## config.mk

```make
export PLATFORM = sky130hd
export DESIGN_NAME = dmem_access_ctrl
export DESIGN_NICKNAME = d
export VERILOG_FILES = /design/src/rtl/params_pkg.sv /design/src/rtl/store_align.sv /design/src/rtl/dmem_access_ctrl.sv
export SDC_FILE = /design/constraint.sdc
export NUM_CORES = 1
export LEC_CHECK = 0
export ABC_AREA = 1
export ABC_CLOCK_PERIOD_IN_PS = 6700
export BUFFER_PORTS_ARGS = -buffer_cell sky130_fd_sc_hd__buf_2
export CAP_MARGIN = 20
export CORE_MARGIN = 4
export CORE_UTILIZATION = 53
export DETAILED_ROUTE_END_ITERATION = 10
export PLACE_DENSITY = 0.86
export RECOVER_POWER = 100
export SLEW_MARGIN = 20
export SYNTH_ARGS = -nofsm -noshare
export SYNTH_HDL_FRONTEND = slang
export SYNTH_HIERARCHICAL = 1
export SYNTH_SLANG_ARGS = --single-unit
```

## constraint.sdc

```tcl
create_clock -name clk_i -period 6.7 [get_ports clk_i]
set_input_delay 0.67 -clock clk_i [delete_from_list [all_inputs] [get_ports clk_i]]
set_output_delay 0.67 -clock clk_i [all_outputs]
set_load 0.05 [all_outputs]
```

## src/rtl/params_pkg.sv

```systemverilog
// Shared pipeline constants: data-memory access sizes, trap cause codes and
// the data-memory access controller state type.
package params_pkg;

  localparam logic [2:0] DMEM_LOAD_SIZE_BYTE  = 3'b000;
  localparam logic [2:0] DMEM_LOAD_SIZE_HALF  = 3'b001;
  localparam logic [2:0] DMEM_LOAD_SIZE_WORD  = 3'b010;
  localparam logic [2:0] DMEM_LOAD_SIZE_BYTEU = 3'b100;
  localparam logic [2:0] DMEM_LOAD_SIZE_HALFU = 3'b101;

  localparam logic [1:0] DMEM_STORE_SIZE_BYTE = 2'b00;
  localparam logic [1:0] DMEM_STORE_SIZE_HALF = 2'b01;
  localparam logic [1:0] DMEM_STORE_SIZE_WORD = 2'b10;

  localparam logic [30:0] TRAP_CODE_LOAD_ADDR_MISALIGNED  = 31'd4;
  localparam logic [30:0] TRAP_CODE_LOAD_ACCESS_FAULT     = 31'd5;
  localparam logic [30:0] TRAP_CODE_STORE_ADDR_MISALIGNED = 31'd6;
  localparam logic [30:0] TRAP_CODE_STORE_ACCESS_FAULT    = 31'd7;

  typedef enum logic [1:0] {
    DMEM_IDLE,
    DMEM_REQ,
    DMEM_RESP,
    DMEM_DONE
  } dmem_state_t;

  function automatic logic [30:0] dmem_access_fault_code(input logic is_store);
    return is_store ? TRAP_CODE_STORE_ACCESS_FAULT : TRAP_CODE_LOAD_ACCESS_FAULT;
  endfunction

endpackage

```

## src/rtl/store_align.sv

```systemverilog
// Store lane alignment: byte strobes, lane-replicated write data and the
// misalignment flag for a store of the given size at the given byte offset.
module store_align
  import params_pkg::*;
(
  input  logic [1:0]  store_type_i,
  input  logic [1:0]  addr_lsb2_i,
  input  logic [31:0] wdata_i,
  output logic [3:0]  wstrb_o,
  output logic [31:0] wdata_o,
  output logic        misaligned_o
);

  always_comb begin
    wstrb_o      = 4'hf;
    wdata_o      = wdata_i;
    misaligned_o = (addr_lsb2_i != 2'b00);
    case (store_type_i)
      DMEM_STORE_SIZE_BYTE: begin
        wstrb_o      = 4'b0001 << addr_lsb2_i;
        wdata_o      = {4{wdata_i[7:0]}};
        misaligned_o = 1'b0;
      end
      DMEM_STORE_SIZE_HALF: begin
        wstrb_o      = 4'b0011 << addr_lsb2_i;
        wdata_o      = {2{wdata_i[15:0]}};
        misaligned_o = addr_lsb2_i[0];
      end
      default: ;
    endcase
  end

endmodule

```

## src/rtl/dmem_access_ctrl.sv

```systemverilog
// MEM-stage data-memory access controller: runs the request/response
// handshake, stalls the pipeline while outstanding and raises memory traps.
module dmem_access_ctrl
  import params_pkg::*;
#(
  parameter int unsigned TIMEOUT_CYCLES = 255
) (
  input  logic        clk_i,
  input  logic        rst_i,
  input  logic        req_valid_i,
  input  logic        req_is_store_i,
  input  logic [2:0]  req_load_type_i,
  input  logic [1:0]  req_store_type_i,
  input  logic [31:0] req_addr_i,
  input  logic [31:0] req_wdata_i,
  input  logic        flush_i,
  output logic        busy_o,
  output logic        done_o,
  output logic [2:0]  load_type_o,
  output logic [1:0]  addr_lsb2_o,
  output logic [31:0] rdata_o,
  output logic [3:0]  wmask_o,
  output logic        trap_o,
  output logic [30:0] trap_code_o,
  output logic        dmem_valid_o,
  input  logic        dmem_ready_i,
  output logic [31:0] dmem_addr_o,
  output logic        dmem_wen_o,
  output logic [3:0]  dmem_wstrb_o,
  output logic [31:0] dmem_wdata_o,
  input  logic        dmem_rvalid_i,
  input  logic [31:0] dmem_rdata_i,
  input  logic        dmem_err_i
);

  localparam int unsigned CW = $clog2(TIMEOUT_CYCLES + 1);

  dmem_state_t state_q;
  logic [CW-1:0] cnt_q;
  logic          killed_q;
  logic          dmem_valid_q, dmem_wen_q, trap_q;
  logic [31:0]   dmem_addr_q, dmem_wdata_q, rdata_q;
  logic [3:0]    dmem_wstrb_q, wmask_q;
  logic [2:0]    load_type_q;
  logic [1:0]    addr_lsb2_q;
  logic [30:0]   trap_code_q;

  logic [3:0]  sa_wstrb;
  logic [31:0] sa_wdata;
  logic        sa_misaligned;

  store_align u_store_align (
    .store_type_i (req_store_type_i),
    .addr_lsb2_i  (req_addr_i[1:0]),
    .wdata_i      (req_wdata_i),
    .wstrb_o      (sa_wstrb),
    .wdata_o      (sa_wdata),
    .misaligned_o (sa_misaligned)
  );

  logic accept, load_word_mis, load_half_mis;
  logic kill, timed_out, finish_rsp, finish_to;

  always_comb begin
    accept        = (state_q == DMEM_IDLE) && req_valid_i && !flush_i;
    load_word_mis = !req_is_store_i && (req_load_type_i == DMEM_LOAD_SIZE_WORD)
                    && (req_addr_i[1:0] != 2'b00);
    load_half_mis = !req_is_store_i && req_addr_i[0]
                    && ((req_load_type_i == DMEM_LOAD_SIZE_HALF) ||
                        (req_load_type_i == DMEM_LOAD_SIZE_HALFU));
    kill          = killed_q || flush_i;
    timed_out     = (cnt_q >= CW'(TIMEOUT_CYCLES - 1));
    finish_rsp    = ((state_q == DMEM_REQ) && dmem_ready_i && dmem_rvalid_i) ||
                    ((state_q == DMEM_RESP) && dmem_rvalid_i);
    finish_to     = !finish_rsp && timed_out &&
                    (((state_q == DMEM_REQ) && !dmem_ready_i) || (state_q == DMEM_RESP));
  end

  always_ff @(posedge clk_i or posedge rst_i) begin
    if (rst_i) begin
      state_q      <= DMEM_IDLE;
      cnt_q        <= '0;
      killed_q     <= 1'b0;
      dmem_valid_q <= 1'b0;
      dmem_wen_q   <= 1'b0;
      dmem_addr_q  <= '0;
      dmem_wstrb_q <= '0;
      dmem_wdata_q <= '0;
      rdata_q      <= '0;
      load_type_q  <= '0;
      addr_lsb2_q  <= '0;
      wmask_q      <= '0;
      trap_q       <= 1'b0;
      trap_code_q  <= '0;
    end else begin
      case (state_q)
        DMEM_IDLE: if (accept) begin
          dmem_addr_q  <= {req_addr_i[31:2], 2'b00};
          dmem_wen_q   <= req_is_store_i;
          dmem_wstrb_q <= req_is_store_i ? sa_wstrb : 4'h0;
          dmem_wdata_q <= req_is_store_i ? sa_wdata : 32'h0;
          load_type_q  <= req_load_type_i;
          addr_lsb2_q  <= req_addr_i[1:0];
          wmask_q      <= '0;
          trap_q       <= 1'b0;
          trap_code_q  <= '0;
          killed_q     <= 1'b0;
          cnt_q        <= '0;
          if (req_is_store_i && sa_misaligned) begin
            trap_q      <= 1'b1;
            trap_code_q <= TRAP_CODE_STORE_ADDR_MISALIGNED;
            state_q     <= DMEM_DONE;
          end else if (load_word_mis) begin
            trap_q      <= 1'b1;
            trap_code_q <= TRAP_CODE_LOAD_ADDR_MISALIGNED;
            state_q     <= DMEM_DONE;
          end else if (load_half_mis) begin
            // load_unit raises this trap itself; only hand it a zero word
            rdata_q <= '0;
            state_q <= DMEM_DONE;
          end else begin
            dmem_valid_q <= 1'b1;
            state_q      <= DMEM_REQ;
          end
        end
        DMEM_REQ, DMEM_RESP: begin
          cnt_q <= cnt_q + 1'b1;
          if (flush_i) killed_q <= 1'b1;
          if (finish_rsp || finish_to) begin
            // a killed access drains the handshake but leaves no architectural trace
            dmem_valid_q <= 1'b0;
            killed_q     <= 1'b0;
            state_q      <= kill ? DMEM_IDLE : DMEM_DONE;
            if (!kill && finish_to) begin
              trap_q      <= 1'b1;
              trap_code_q <= dmem_access_fault_code(dmem_wen_q);
            end else if (!kill) begin
              if (!dmem_wen_q) rdata_q <= dmem_rdata_i;
              if (dmem_err_i) begin
                trap_q      <= 1'b1;
                trap_code_q <= dmem_access_fault_code(dmem_wen_q);
              end else if (dmem_wen_q) begin
                wmask_q <= dmem_wstrb_q;
              end
            end
          end else if ((state_q == DMEM_REQ) && dmem_ready_i) begin
            dmem_valid_q <= 1'b0;
            state_q      <= DMEM_RESP;
          end
        end
        DMEM_DONE: state_q <= DMEM_IDLE;
        default:   state_q <= DMEM_IDLE;
      endcase
    end
  end

  assign busy_o       = accept || (state_q == DMEM_REQ) || (state_q == DMEM_RESP);
  assign done_o       = (state_q == DMEM_DONE);
  assign load_type_o  = load_type_q;
  assign addr_lsb2_o  = addr_lsb2_q;
  assign rdata_o      = rdata_q;
  assign wmask_o      = wmask_q;
  assign trap_o       = trap_q;
  assign trap_code_o  = trap_code_q;
  assign dmem_valid_o = dmem_valid_q;
  assign dmem_addr_o  = dmem_addr_q;
  assign dmem_wen_o   = dmem_wen_q;
  assign dmem_wstrb_o = dmem_wstrb_q;
  assign dmem_wdata_o = dmem_wdata_q;

endmodule

```

==> out/results.ini <==
[clock_tree]
cts_buffers = 17
post_cts_buffers = 0
clk_pin_slew_ps = 60
clk_latency_ps = 410
cts-root-buf = clkbuf_16
post_cts_resized = 0
hold_buffers = 0
clockBufferDepth = 2
cts_tree = built
htree_levels = 4
clkSinkCount = 123

[timing]
worst_slew_pin_slew_ps = 2220
worst_slack_ps = 2290
fin_crit_sh_pct = 65.8
drv_slew = 73
rsz0062_at_grt = false
fin_skew_ps = 4.49
fin_setup_tns_ps = 0
fmax_mhz = 227
finalHoldViolations = 0
setup_viol = 0
fin_crit_ps = 4410
relSlewSlack_pct = -48.4

[cells_and_area]
nets = 1109
multi_input_area_um2 = 2670
final_common_cell = nand2_1
mostFrequentLayoutCells = 382 x nand2_1, 123 x dfrtp_1, 116 x clkbuf_1
post-route-util_pct = 66.2
nFillCells = 1062
drive_gt1_share_pct = 16.3
stdcell_count = 1148
regArea_um2 = 3080
num_antenna_cells = 0
syn_to_final_growth_pct = 20.9

[logic_synthesis]
yosys.area.top_type = dfrtp_1
yosys_warnings = 6
ys_top_cells_by_area = dfrtp_1 49%, nand2_1 23%, buf_4 5.1%, o21ai_0 4.7%, nand3b_1 3.9%
synthCells = 797
synth_cell_types = 32
avgSynthCellArea_um2 = 7.95
ys_seq_area_share_pct = 48.6
synth_seq_cells = 123
syn_area_um2 = 6330
yosysTopAreaCellShare_pct = 48.6

[die]
rows = 39
die_h_um = 117
initial_core_util_pct = 54.8
ios = 254
die_w_um = 117
dieArea_um2 = 13800
core_area_um2 = 11600

[critical_path]
cp_slowest_cell = nor2_1
r2r_end = rdata_o[10]
cp_cell_sequence = inv_1 -> ha_1 -> nand3_4 -> buf_4 -> nand2_1 -> nand3b_1 -> nor2_1 -> nand2_4 -> nand2_1 -> nand2_1
crit_path_frequent_cell = nand2_1
cp-end-kind = flop
rr_worst_depth = 10
worst-setup-path-type = reg -> reg
path_buf_inv = 2
critPathMaxStageDelay_ps = 1650
critical_path_depth = 10
crit_required_ps = 6990
cp_data_arrival_time_ps = 4700
critPathMaxFanout = 115
crit_family = simple AND/OR/NAND/NOR gates
r2r_start = state_q[1]
crit_end = rdata_o[10]
start_kind = flop
worstSetupStartpoint = state_q[1]
r2r_setup_slack_ps = 2290

[grt]
antenna_found_initial = 0
grt_pass1_wl_mm = 27.3
grt_pass1_vias = 5478
grtUsageTotal_pct = 24.3
gr-total-overflow = 0
grt_max_degree = 116
use_met3_pct = 8.37
grt_most_used_layer = met2
globalRouteMet1Util_pct = 31.3
use_met2_pct = 38.9

[place]
dp_cells = 1116
gp_congestion = 0.866
pre_cts_ws_ps = 3390
dpl.hpwl_mm = 11.7
io_buffers = 223

[status]
run_status = complete, but fails checks
violations = capacitance limit, slew limit

[pwr]
p_leak_nw = 4.15
ir_worst_vdd_mv = 0.393
power.density_nw_per_um2 = 588

[route]
avgViaCountPerCell = 4.97
remaining_drc_errors = 0
dr.pass1.iters = 5
drt-total-wl_mm = 16.5
ant_nets = 0
drt_iter0_drc = 444
wire_per_inst_um = 14.4
via_count = 5708

[hold_path]
hp-class = in -> reg

[run]
drv_cap = 2

[where the power goes]
part	internal (mW)	switching [mW]	leakage, nW	total, mW
registers	1.05	0.180	1.59	1.23
logic	0.485	1.91	2.28	2.40
clock network	0.552	0.321	0.283	0.873
[synth_stat cells (all sizes together)]
library cell and instances:
nand3b 33, o22ai 1, conb 1, nand3 28, ha 7, inv 35
a21oi 6, a31o 1, nand2 383, o21ai 61, clkbuf 18, buf 61
a31oi 3, nand4 9, nor2 23, clkinv 2, dfrtp 123, nor3 1
a2bb2oi 1
[worst min path at each step]
stage	end	cells after the start	from	slack, ps
2_1_floorplan	cnt_q[6]	1	cnt_q[6]	470
3_3_place_gp	rdata_o[12]	2	rdata_o[12]	450
3_5_place_dp	rdata_o[19]	2	rdata_o[19]	450
4_1_cts	dmem_addr_o[3]	2	rst_i	280
5_1_grt	dmem_addr_o[11]	3	req_addr_i[11]	440
6_report	dmem_addr_o[27]	3	req_addr_i[27]	450
[final cells by class]
| type | instances | area share [%] |
|---|---|---|
| repair buffers | 227 | 13.4 |
| inverters | 37 | 1.86 |
| multi-input cells | 587 | 34.8 |
| flip-flops and latches | 123 | 40.2 |
| clock buffers | 19 | 5.78 |
| clock inverters | 12 | 1.62 |
| well taps | 143 | 2.34 |
[cells by family (layout without fill, tap and decap cells)]
family          count (synthesis)  count (layout)  synth area share [%]
flops                         123             123                  48.6
simple gates                  477             477                  33.1
compound gates                 73              73                  5.97
other cells                     1              30                0.0592
buf+inv                       116             295                  10.8
fa+ha+maj                       7               7                  1.38
[registers in the layout, indices dropped and copies added (netlist names)]
name          count
dmem_valid_o      1
cnt_q             8
wmask_o           4
dmem_wen_o        1
dmem_addr_o      30
addr_lsb2_o       2
dmem_wstrb_o      4
rdata_o          32
trap_code_o       3
dmem_wdata_o     32
state_q           2
load_type_o       3
killed_q          1
[layer usage]
layer,routed length [um],share of wire [%],up-vias
met5,0,0,-
met4,202,1.2,0
met3,1430,8.6,19
li1,-,-,2831
met1,6950,42,2626
met2,7940,48,232
[worst register-to-register path, delay by kind of cell (launching register included)]
family | cells | cell delay, ps
buffers and inverters | 2 | 540
adder cells (fa/ha/maj) | 1 | 260
AND/OR/NAND/NOR | 7 | 3080
flip-flops | 1 | 410
[through the flow]
stage                     hold slack [ps]  instance area [um2]  power, mW
after global placement                448                 7220       3.63
after global routing                  442                 7660       4.80
final                                 451                 7660       4.50
after CTS                             283                 7780       4.57
after detailed placement              454                 7220       3.68
after floorplan                       469                 6440       3.17
(Power assumes the default switching activity.)
